File: src/rtl/xup_and_checker_delay.sv
// Valid+data delay line that holds expected responses until the DUT answers.
// Latency: DEPTH cycles; DEPTH=0 is a combinational pass-through.
// Backpressure: none, shifts every cycle; clr_i drops all in-flight valid bits.
//
// Ports:
//   clk, rst            clock, asynchronous active-high reset
//   clr_i               synchronous clear of every stage's valid bit
//   in_vld_i, in_dat_i  entry into stage 0
//   out_vld_o, out_dat_o  last stage (or the input when DEPTH=0)
module xup_delay_line #(
    parameter int DW    = 4,
    parameter int DEPTH = 1
) (
    input  logic          clk,
    input  logic          rst,
    input  logic          clr_i,
    input  logic          in_vld_i,
    input  logic [DW-1:0] in_dat_i,
    output logic          out_vld_o,
    output logic [DW-1:0] out_dat_o
);

    generate
        if (DEPTH == 0) begin : g_pass
            // Combinational DUT: the expected word is compared in the cycle it is presented.
            logic unused_ctl;
            assign unused_ctl = ^{clk, rst, clr_i};
            assign out_vld_o  = in_vld_i;
            assign out_dat_o  = in_dat_i;
        end else begin : g_pipe
            logic [DEPTH-1:0]         vld_q;
            logic [DEPTH-1:0][DW-1:0] dat_q;

            always_ff @(posedge clk or posedge rst) begin
                if (rst) begin
                    vld_q <= '0;
                    dat_q <= '0;
                end else begin
                    // Data is don't-care behind a clear valid bit, so only valids are cleared.
                    vld_q[0] <= in_vld_i & ~clr_i;
                    dat_q[0] <= in_dat_i;
                    for (int i = 1; i < DEPTH; i++) begin
                        vld_q[i] <= vld_q[i-1] & ~clr_i;
                        dat_q[i] <= dat_q[i-1];
                    end
                end
            end

            assign out_vld_o = vld_q[DEPTH-1];
            assign out_dat_o = dat_q[DEPTH-1];
        end
    endgenerate

endmodule

File: config.mk
export PLATFORM = sky130hd
export DESIGN_NAME = xup_delay_line
export DESIGN_NICKNAME = d
export VERILOG_FILES = /design/src/rtl/xup_and_checker_delay.sv
export SDC_FILE = /design/constraint.sdc
export NUM_CORES = 1
export LEC_CHECK = 0
export ABC_AREA = 1
export CAP_MARGIN = 20
export CORE_AREA = 2 2 39 41
export DETAILED_ROUTE_END_ITERATION = 8
export DIE_AREA = 0 0 41 43
export DONT_BUFFER_PORTS = 1
export PLACE_DENSITY_LB_ADDON = 0.2
export SKIP_CTS_REPAIR_TIMING = 1
export SYNTH_ARGS = -nofsm -noshare
export SYNTH_HDL_FRONTEND = slang
export SYNTH_SLANG_ARGS = --single-unit
File: constraint.sdc
create_clock -name clk -period 0.8 [get_ports clk]
set_clock_uncertainty 0.2 [all_clocks]
set_input_delay 0.04 -clock clk [delete_from_list [all_inputs] [get_ports clk]]
set_output_delay 0.04 -clock clk [all_outputs]
set_load 0.01 [all_outputs]
==> results of run 1 <==
-- placed cells by master, fill, tap and decap left out, drive strengths merged --
master and n:
clkbuf 4, inv 2, dlygate4sd3 7, dfrtp 5
nor2 1
-- state kept, by name (all words and copies together) (netlist names) --
name       count
out_dat_o      4
out_vld_o      1
-- power breakdown --
group	internal, mW	switching, mW
clock	0.189	0.105
sequential	0.267	0.0117
combinational	0.0244	0.0116
-- cells by family (layout without fill, tap and decap cells) --
kind of cell	count (synthesis)	in the layout	synth area share (%)
buffers and inverters	2	13	5.41
DFF	5	5	90.1
and+or+nand+nor	1	1	4.51
-- Yosys cell counts (all sizes together) --
library cell,instances
dfrtp,5
nor2,1
inv,2
-- routing by layer --
layer / global-route usage (%) / up-vias
met4: 4.00 / 0
met1: 2.58 / 42
met3: 9.42 / 0
met2: 2.19 / 13
li1: - / 43
met5: 0 / -
-- final cells by class --
cell class	count	area share [%]
Multi-Input combinational cell	1	2.45
Timing Repair Buffer	7	27.5
Tap cell	16	7.84
Inverter	2	2.94
Clock buffer	4	10.3
Sequential cell	5	49.0
-- final timing paths --
| check | startpoint | endpoint | slack (ps) | cells past startpoint |
|---|---|---|---|---|
| min in group clk | in_dat_i[2] | out_dat_o[2]$_DFF_PP0_ | 160 | 1 |
| worst min-delay path | rst | out_vld_o$_DFF_PP0_ | -70 | 2 |
| max in group asynchronous | rst | out_dat_o[3]$_DFF_PP0_ | 300 | 2 |
| worst max-delay path | out_vld_o$_DFF_PP0_ | out_vld_o | -80 | 0 |
==> flow_metrics.py, run 1 <==
metrics = {
    "global_route": {
        "grt_util_all_layers_pct": 3.92,
        "antenna_found_initial": 0,
        "grt-ovfl-total": 0,
        "grt_max_degree": 6,
        "grt_first_pass_wirelength_um": 331,
        "grt_pass1_vias": 86,
    },
    "route": {
        "drc_errors": 0,
        "met3_length_um": 65,
        "drt-initial-drc-count": 0,
        "antenna_left": 0,
        "viasPerCell": 2.80,
        "vias": 98,
        "top_layer_used": "met3",
        "wl_met1_um": 142,
        "wire_per_inst_um": 9.03,
        "totalWireLength_um": 316,
        "route.met2.wl_um": 107,
        "drt-pass1-iter-count": 1,
    },
    "cells_and_area": {
        "fin_cells": 35,
        "multi_input_area_sq_um": 6.26,
        "seq_area_sq_um": 125,
        "layout.nets": 28,
        "drive_above_1_share_pct": 21.1,
        "antenna_cells": 0,
        "fin_util_pct": 18.4,
        "syn_to_final_growth_pct": 83.8,
        "fin_area_sq_um": 255,
        "fill_cells": 146,
    },
    "sta": {
        "finalWorstSetupSlack_ps": -81.2,
        "fmax_mhz": 1130,
        "slew_violations": 0,
        "hold_slack_ps": -67.5,
        "rsz0062_at_grt": "yes",
        "relSlewSlack_pct": 87.2,
        "fin_crit_sh_pct": 110,
        "report.final.hold_viol_count": 5,
        "tns_ps": -382,
        "tightest_slew_ps": 191,
        "min_period_ps": 881,
        "finalSetupViolCount": 5,
    },
    "placement": {
        "numPortBuffers": 0,
        "place_area_sq_um": 159,
        "place.gp.congestion": 0.512,
        "dp_slack_ps": 174,
        "dp_cells": 24,
    },
    "floorplan": {
        "die_w_um": 41,
        "ioPinCount": 13,
        "start_util_pct": 10.0,
        "coreArea_sq_um": 1380,
        "die_y_um": 43,
        "die_area_sq_um": 1760,
        "core.rowCount": 14,
    },
    "synth": {
        "yosys_warnings": 0,
        "syn_avg_cell_area_sq_um": 17.4,
        "yosysSeqAreaShare_pct": 90.1,
        "ys_top_cells_by_area": "dfrtp_1, inv_1, nor2_2",
        "synth_seq_cells": 5,
        "synth_area_sq_um": 139,
        "synth_area_leader_cell": "dfrtp_1",
        "synth_top_cell_area_share_pct": 90.1,
        "synth_nets": 16,
        "synthCells": 8,
        "yosysUniqueCellTypes": 3,
    },
    "worst_setup_path": {
        "worstPathRequired_ps": 560,
        "crit_type": "reg2out",
        "worstPathMaxFanout": 1,
        "critical_path.endpoint_type": "output port",
        "start_kind": "register",
        "crit_arrival_ps": 640,
    },
    "status": {
        "status": "finished, violations left",
        "violations": "negative hold slack, negative setup slack",
    },
    "clock_network": {
        "clock_sinks": 5,
        "clk_pin_slew_ps": 50,
        "clockRootBuffer": "clkbuf_4",
        "cts_tree": "yes",
        "cts_max_path_buffers": 2,
        "htree_levels": 1,
        "cts_made_buffers": 3,
    },
    "pwr": {
        "finalPower_uw": 608,
        "worst_ir_drop_vdd_uv": 992,
        "p_per_area_nw_per_um2": 2380,
        "power.leakage_nw": 0.116,
    },
    "flow_run": {
        "drv_cap": 0,
    },
    "min_path": {
        "hold_class": "in2async",
    },
}
Note: power is estimated with default switching activity, not from simulation.
==> run 2, diff against run 1 <==
CTS_BUF_LIST = sky130_fd_sc_hd__clkbuf_16   (was not set)
==> run 2 against run 1 <==
  * The flow still finishes with violations (negative hold slack, negative setup slack)
  * Setup slack improved by 23 ps
  * Maximum frequency increased by 2.7%
  * Via count increased by 3.1%
  * Non-clock buffer count unchanged
  * Global-route usage increased by 0.30 points
  * Power increased by 82%
  * Combinational power about the same
  * Routed wire length increased by 1.9%
  * Final cell count unchanged
  * Critical path depth unchanged
  * Clock-buffer cell count decreased by 1
  * Die area unchanged
  * Critical path type unchanged
  * Largest cell class unchanged
==> flow_metrics.py, run 2 (synthesis gave the netlist of run 1 again) <==
metrics = {
    "global_route": {
        "grt-ovfl-total": 0,
        "grt_max_degree": 6,
        "antenna_found_initial": 0,
        "grt_first_pass_wirelength_um": 379,
        "grt_util_all_layers_pct": 4.22,
        "grt_pass1_vias": 95,
    },
    "worst_setup_path": {
        "start_kind": "register",
        "crit_type": "reg2out",
        "crit_arrival_ps": 620,
        "worstPathMaxFanout": 1,
        "critical_path.endpoint_type": "output port",
        "worstPathRequired_ps": 560,
    },
    "sta": {
        "report.final.hold_viol_count": 5,
        "finalWorstSetupSlack_ps": -58.4,
        "slew_violations": 0,
        "fin_crit_sh_pct": 107,
        "min_period_ps": 858,
        "tightest_slew_ps": 192,
        "hold_slack_ps": -44.9,
        "rsz0062_at_grt": "yes",
        "fmax_mhz": 1160,
        "relSlewSlack_pct": 87.2,
        "finalSetupViolCount": 5,
    },
    "cells_and_area": {
        "final_common_cell": "dlygate4sd3_1",
        "layout.nets": 28,
        "mostFrequentLayoutCells": "dlygate4sd3_1, dfrtp_1, inv_1, clkbuf_16, nor2_2",
        "largest_reg_flops": 4,
        "fin_area_sq_um": 308,
        "drive_above_1_share_pct": 21.1,
        "syn_to_final_growth_pct": 122,
        "antenna_cells": 0,
    },
    "route": {
        "totalWireLength_um": 322,
        "vias": 101,
        "drc_errors": 0,
        "wire_per_inst_um": 9.20,
        "viasPerCell": 2.89,
        "drt-pass1-iter-count": 1,
        "drt-initial-drc-count": 0,
        "antenna_left": 0,
    },
    "flow_run": {
        "drv_cap": 0,
    },
    "clock_network": {
        "clock_sinks": 5,
        "clk_pin_slew_ps": 30,
        "cts_max_path_buffers": 2,
        "htree_levels": 1,
        "clockRootBuffer": "clkbuf_16",
        "cts_tree": "yes",
        "cts_made_buffers": 3,
    },
    "placement": {
        "numPortBuffers": 0,
        "place.gp.congestion": 0.512,
        "dp_slack_ps": 174,
        "place_area_sq_um": 159,
    },
    "status": {
        "violations": "negative hold slack, negative setup slack",
        "status": "finished, violations left",
    },
    "pwr": {
        "p_per_area_nw_per_um2": 3590,
        "power.leakage_nw": 0.144,
        "worst_ir_drop_vdd_uv": 1210,
    },
    "floorplan": {
        "ioPinCount": 13,
        "die_area_sq_um": 1760,
        "die_w_um": 41,
        "coreArea_sq_um": 1380,
        "start_util_pct": 10.0,
        "die_y_um": 43,
        "core.rowCount": 14,
    },
    "min_path": {
        "hold_class": "in2async",
    },
}
-- run 2: final cells by class --
class                      count  area, sq um
fill                         137         1080
sequential                     5          125
clock buffer                   3         75.1
timing repair buffer           7         70.1
tap                           16         20.0
inverter                       2         7.51
multi-input combinational      1         6.26
clock inverter                 1         3.75
-- run 2: how the worst max path moves through the flow --
stage | startpoint | end | depth (start not counted)
floorplan | out_dat_o[0]$_DFF_PP0_ | out_dat_o[0] | 0
global placement | out_dat_o[2]$_DFF_PP0_ | out_dat_o[2] | 0
detailed placement | out_dat_o[3]$_DFF_PP0_ | out_dat_o[3] | 0
CTS | out_dat_o[0]$_DFF_PP0_ | out_dat_o[0] | 0
global route | out_dat_o[0]$_DFF_PP0_ | out_dat_o[0] | 0
finish | out_dat_o[0]$_DFF_PP0_ | out_dat_o[0] | 0
-- run 2: report_power, final --
| part | internal (mW) | switching, mW |
|---|---|---|
| combinational | 0.0244 | 0.0115 |
| clock | 0.646 | 0.145 |
| sequential | 0.268 | 0.0119 |
-- run 2: routing by layer --
metal	GRT usage, %	routed length (um)
met1	2.58	119
met2	4.06	123
met3	9.42	80
met4	2.00	0
met5	0	0
-- run 2: stage by stage --
step	instances	utilization [%]	TNS, ps	total power, mW
2_1_floorplan	8	-	0	0.288
3_3_place_gp	24	11.5	0	0.291
3_5_place_dp	24	11.5	0	0.291
4_1_cts	28	17.2	-313	1.10
5_1_grt	35	22.2	-372	1.16
6_report	35	22.2	-281	1.11
==> run 3, diff against run 2 <==
--- a/config.mk
+++ b/config.mk
@@ -9,2 +9,4 @@
 export CAP_MARGIN = 20
+export CELL_PAD_IN_SITES_DETAIL_PLACEMENT = 1
+export CELL_PAD_IN_SITES_GLOBAL_PLACEMENT = 1
 export CORE_AREA = 2 2 39 41
--- a/constraint.sdc
+++ b/constraint.sdc
@@ -4,2 +4,2 @@
 set_output_delay 0.04 -clock clk [all_outputs]
-set_load 0.01 [all_outputs]
+set_load 0.1 [all_outputs]
==> run 3 against run 2 <==
  * Clock power about the same
  * The run still ends with negative hold slack, negative setup slack left
  * Die area unchanged
  * Clock-buffer cell count unchanged
  * Critical path depth unchanged
  * Largest cell class unchanged
==> flow_metrics.py, run 3 (synthesis gave the netlist of run 1 again) <==
metrics = {
    "status": {
        "status": "finished, violations left",
        "violations": "negative hold slack, negative setup slack",
    },
    "cells_and_area": {
        "antenna_cells": 0,
        "largest_reg_flops": 4,
        "mostFrequentLayoutCells": "dlygate4sd3_1, dfrtp_4, inv_1, clkbuf_16, nor2_2",
        "drive_above_1_share_pct": 47.4,
        "fin_cells": 35,
        "fin_util_pct": 23.6,
        "final_common_cell": "dlygate4sd3_1",
        "syn_to_final_growth_pct": 135,
        "fill_cells": 148,
        "layout.nets": 28,
    },
    "sta": {
        "fin_crit_sh_pct": 134,
        "slew_violations": 0,
        "min_period_ps": 1070,
        "report.final.hold_viol_count": 5,
        "finalWorstSetupSlack_ps": -271,
        "finalSetupViolCount": 5,
        "hold_slack_ps": -42.1,
        "tightest_slew_ps": 299,
        "fmax_mhz": 934,
        "rsz0062_at_grt": "yes",
        "relSlewSlack_pct": 80.2,
    },
    "worst_setup_path": {
        "worstPathMaxFanout": 1,
        "worstPathRequired_ps": 560,
        "crit_type": "reg2out",
        "critical_path.endpoint_type": "output port",
        "crit_arrival_ps": 830,
        "start_kind": "register",
    },
    "clock_network": {
        "clk_pin_slew_ps": 30,
        "cts_tree": "yes",
        "clock_sinks": 5,
        "clockRootBuffer": "clkbuf_16",
        "cts_made_buffers": 3,
        "cts_max_path_buffers": 2,
        "htree_levels": 1,
    },
    "route": {
        "drt-initial-drc-count": 0,
        "drc_errors": 0,
        "totalWireLength_um": 280,
        "viasPerCell": 2.94,
        "wire_per_inst_um": 8.00,
        "drt-pass1-iter-count": 1,
        "vias": 103,
        "antenna_left": 0,
    },
    "floorplan": {
        "ioPinCount": 13,
        "die_y_um": 43,
        "coreArea_sq_um": 1380,
        "start_util_pct": 10.0,
        "core.rowCount": 14,
        "die_area_sq_um": 1760,
        "die_w_um": 41,
    },
    "pwr": {
        "worst_ir_drop_vdd_uv": 2100,
        "power.leakage_nw": 0.139,
        "finalPower_mw": 1.21,
        "p_per_area_nw_per_um2": 3700,
    },
    "global_route": {
        "antenna_found_initial": 0,
        "grt_max_degree": 6,
        "grt-ovfl-total": 0,
        "grt_first_pass_wirelength_um": 393,
        "grt_pass1_vias": 99,
        "grt_util_all_layers_pct": 4.51,
    },
    "min_path": {
        "hold_class": "in2async",
    },
    "flow_run": {
        "drv_cap": 0,
    },
    "placement": {
        "dp_hpwl_um": 207,
        "numPortBuffers": 0,
        "dp_cells": 24,
        "place.gp.congestion": 0.477,
    },
}
run 3: path summary, 6_finish.rpt:
| check | from | endpoint | slack [ps] | cells after the start |
|---|---|---|---|---|
| setup / recovery | out_vld_o$_DFF_PP0_ | out_vld_o | -270 | 0 |
| hold / removal | rst | out_dat_o[1]$_DFF_PP0_ | -40 | 2 |
| max in group asynchronous | rst | out_vld_o$_DFF_PP0_ | 250 | 2 |
| min in group clk | in_dat_i[3] | out_dat_o[3]$_DFF_PP0_ | 170 | 1 |
run 3: final cells by class:
class	instances	area (sq um)	area share, %
sequential	5	144	44.1
clock buffer	3	75.1	23.0
timing repair buffer	7	70.1	21.5
tap	16	20.0	6.13
inverter	2	7.51	2.30
multi-input combinational	1	6.26	1.92
clock inverter	1	3.75	1.15
run 3: where the power goes:
group / switching [mW] / internal [mW] / leakage, nW
Combinational: 0.0108 / 0.0244 / 0.0418
Clock: 0.148 / 0.646 / 0.0423
Sequential: 0.103 / 0.276 / 0.0544
run 3: metal layers:
metal / track usage, % / vias to the layer above / routed length [um]
li1: - / 43 / -
met1: 2.56 / 47 / 78
met2: 4.38 / 13 / 120
met3: 10.5 / 0 / 81
met4: 2.00 / 0 / 0
met5: 0 / - / 0
run 3: metrics by stage:
| step | setup WS, ps | TNS, ps | area [sq um] | hold slack [ps] |
|---|---|---|---|---|
| floorplan | -32.2 | -161 | 158 | -381 |
| global placement | -36.5 | -174 | 178 | -358 |
| detailed placement | -36.1 | -174 | 178 | -353 |
| CTS | -277 | -1380 | 256 | -594 |
| global route | -286 | -1410 | 327 | -13.4 |
| finish | -271 | -1350 | 327 | -42.1 |
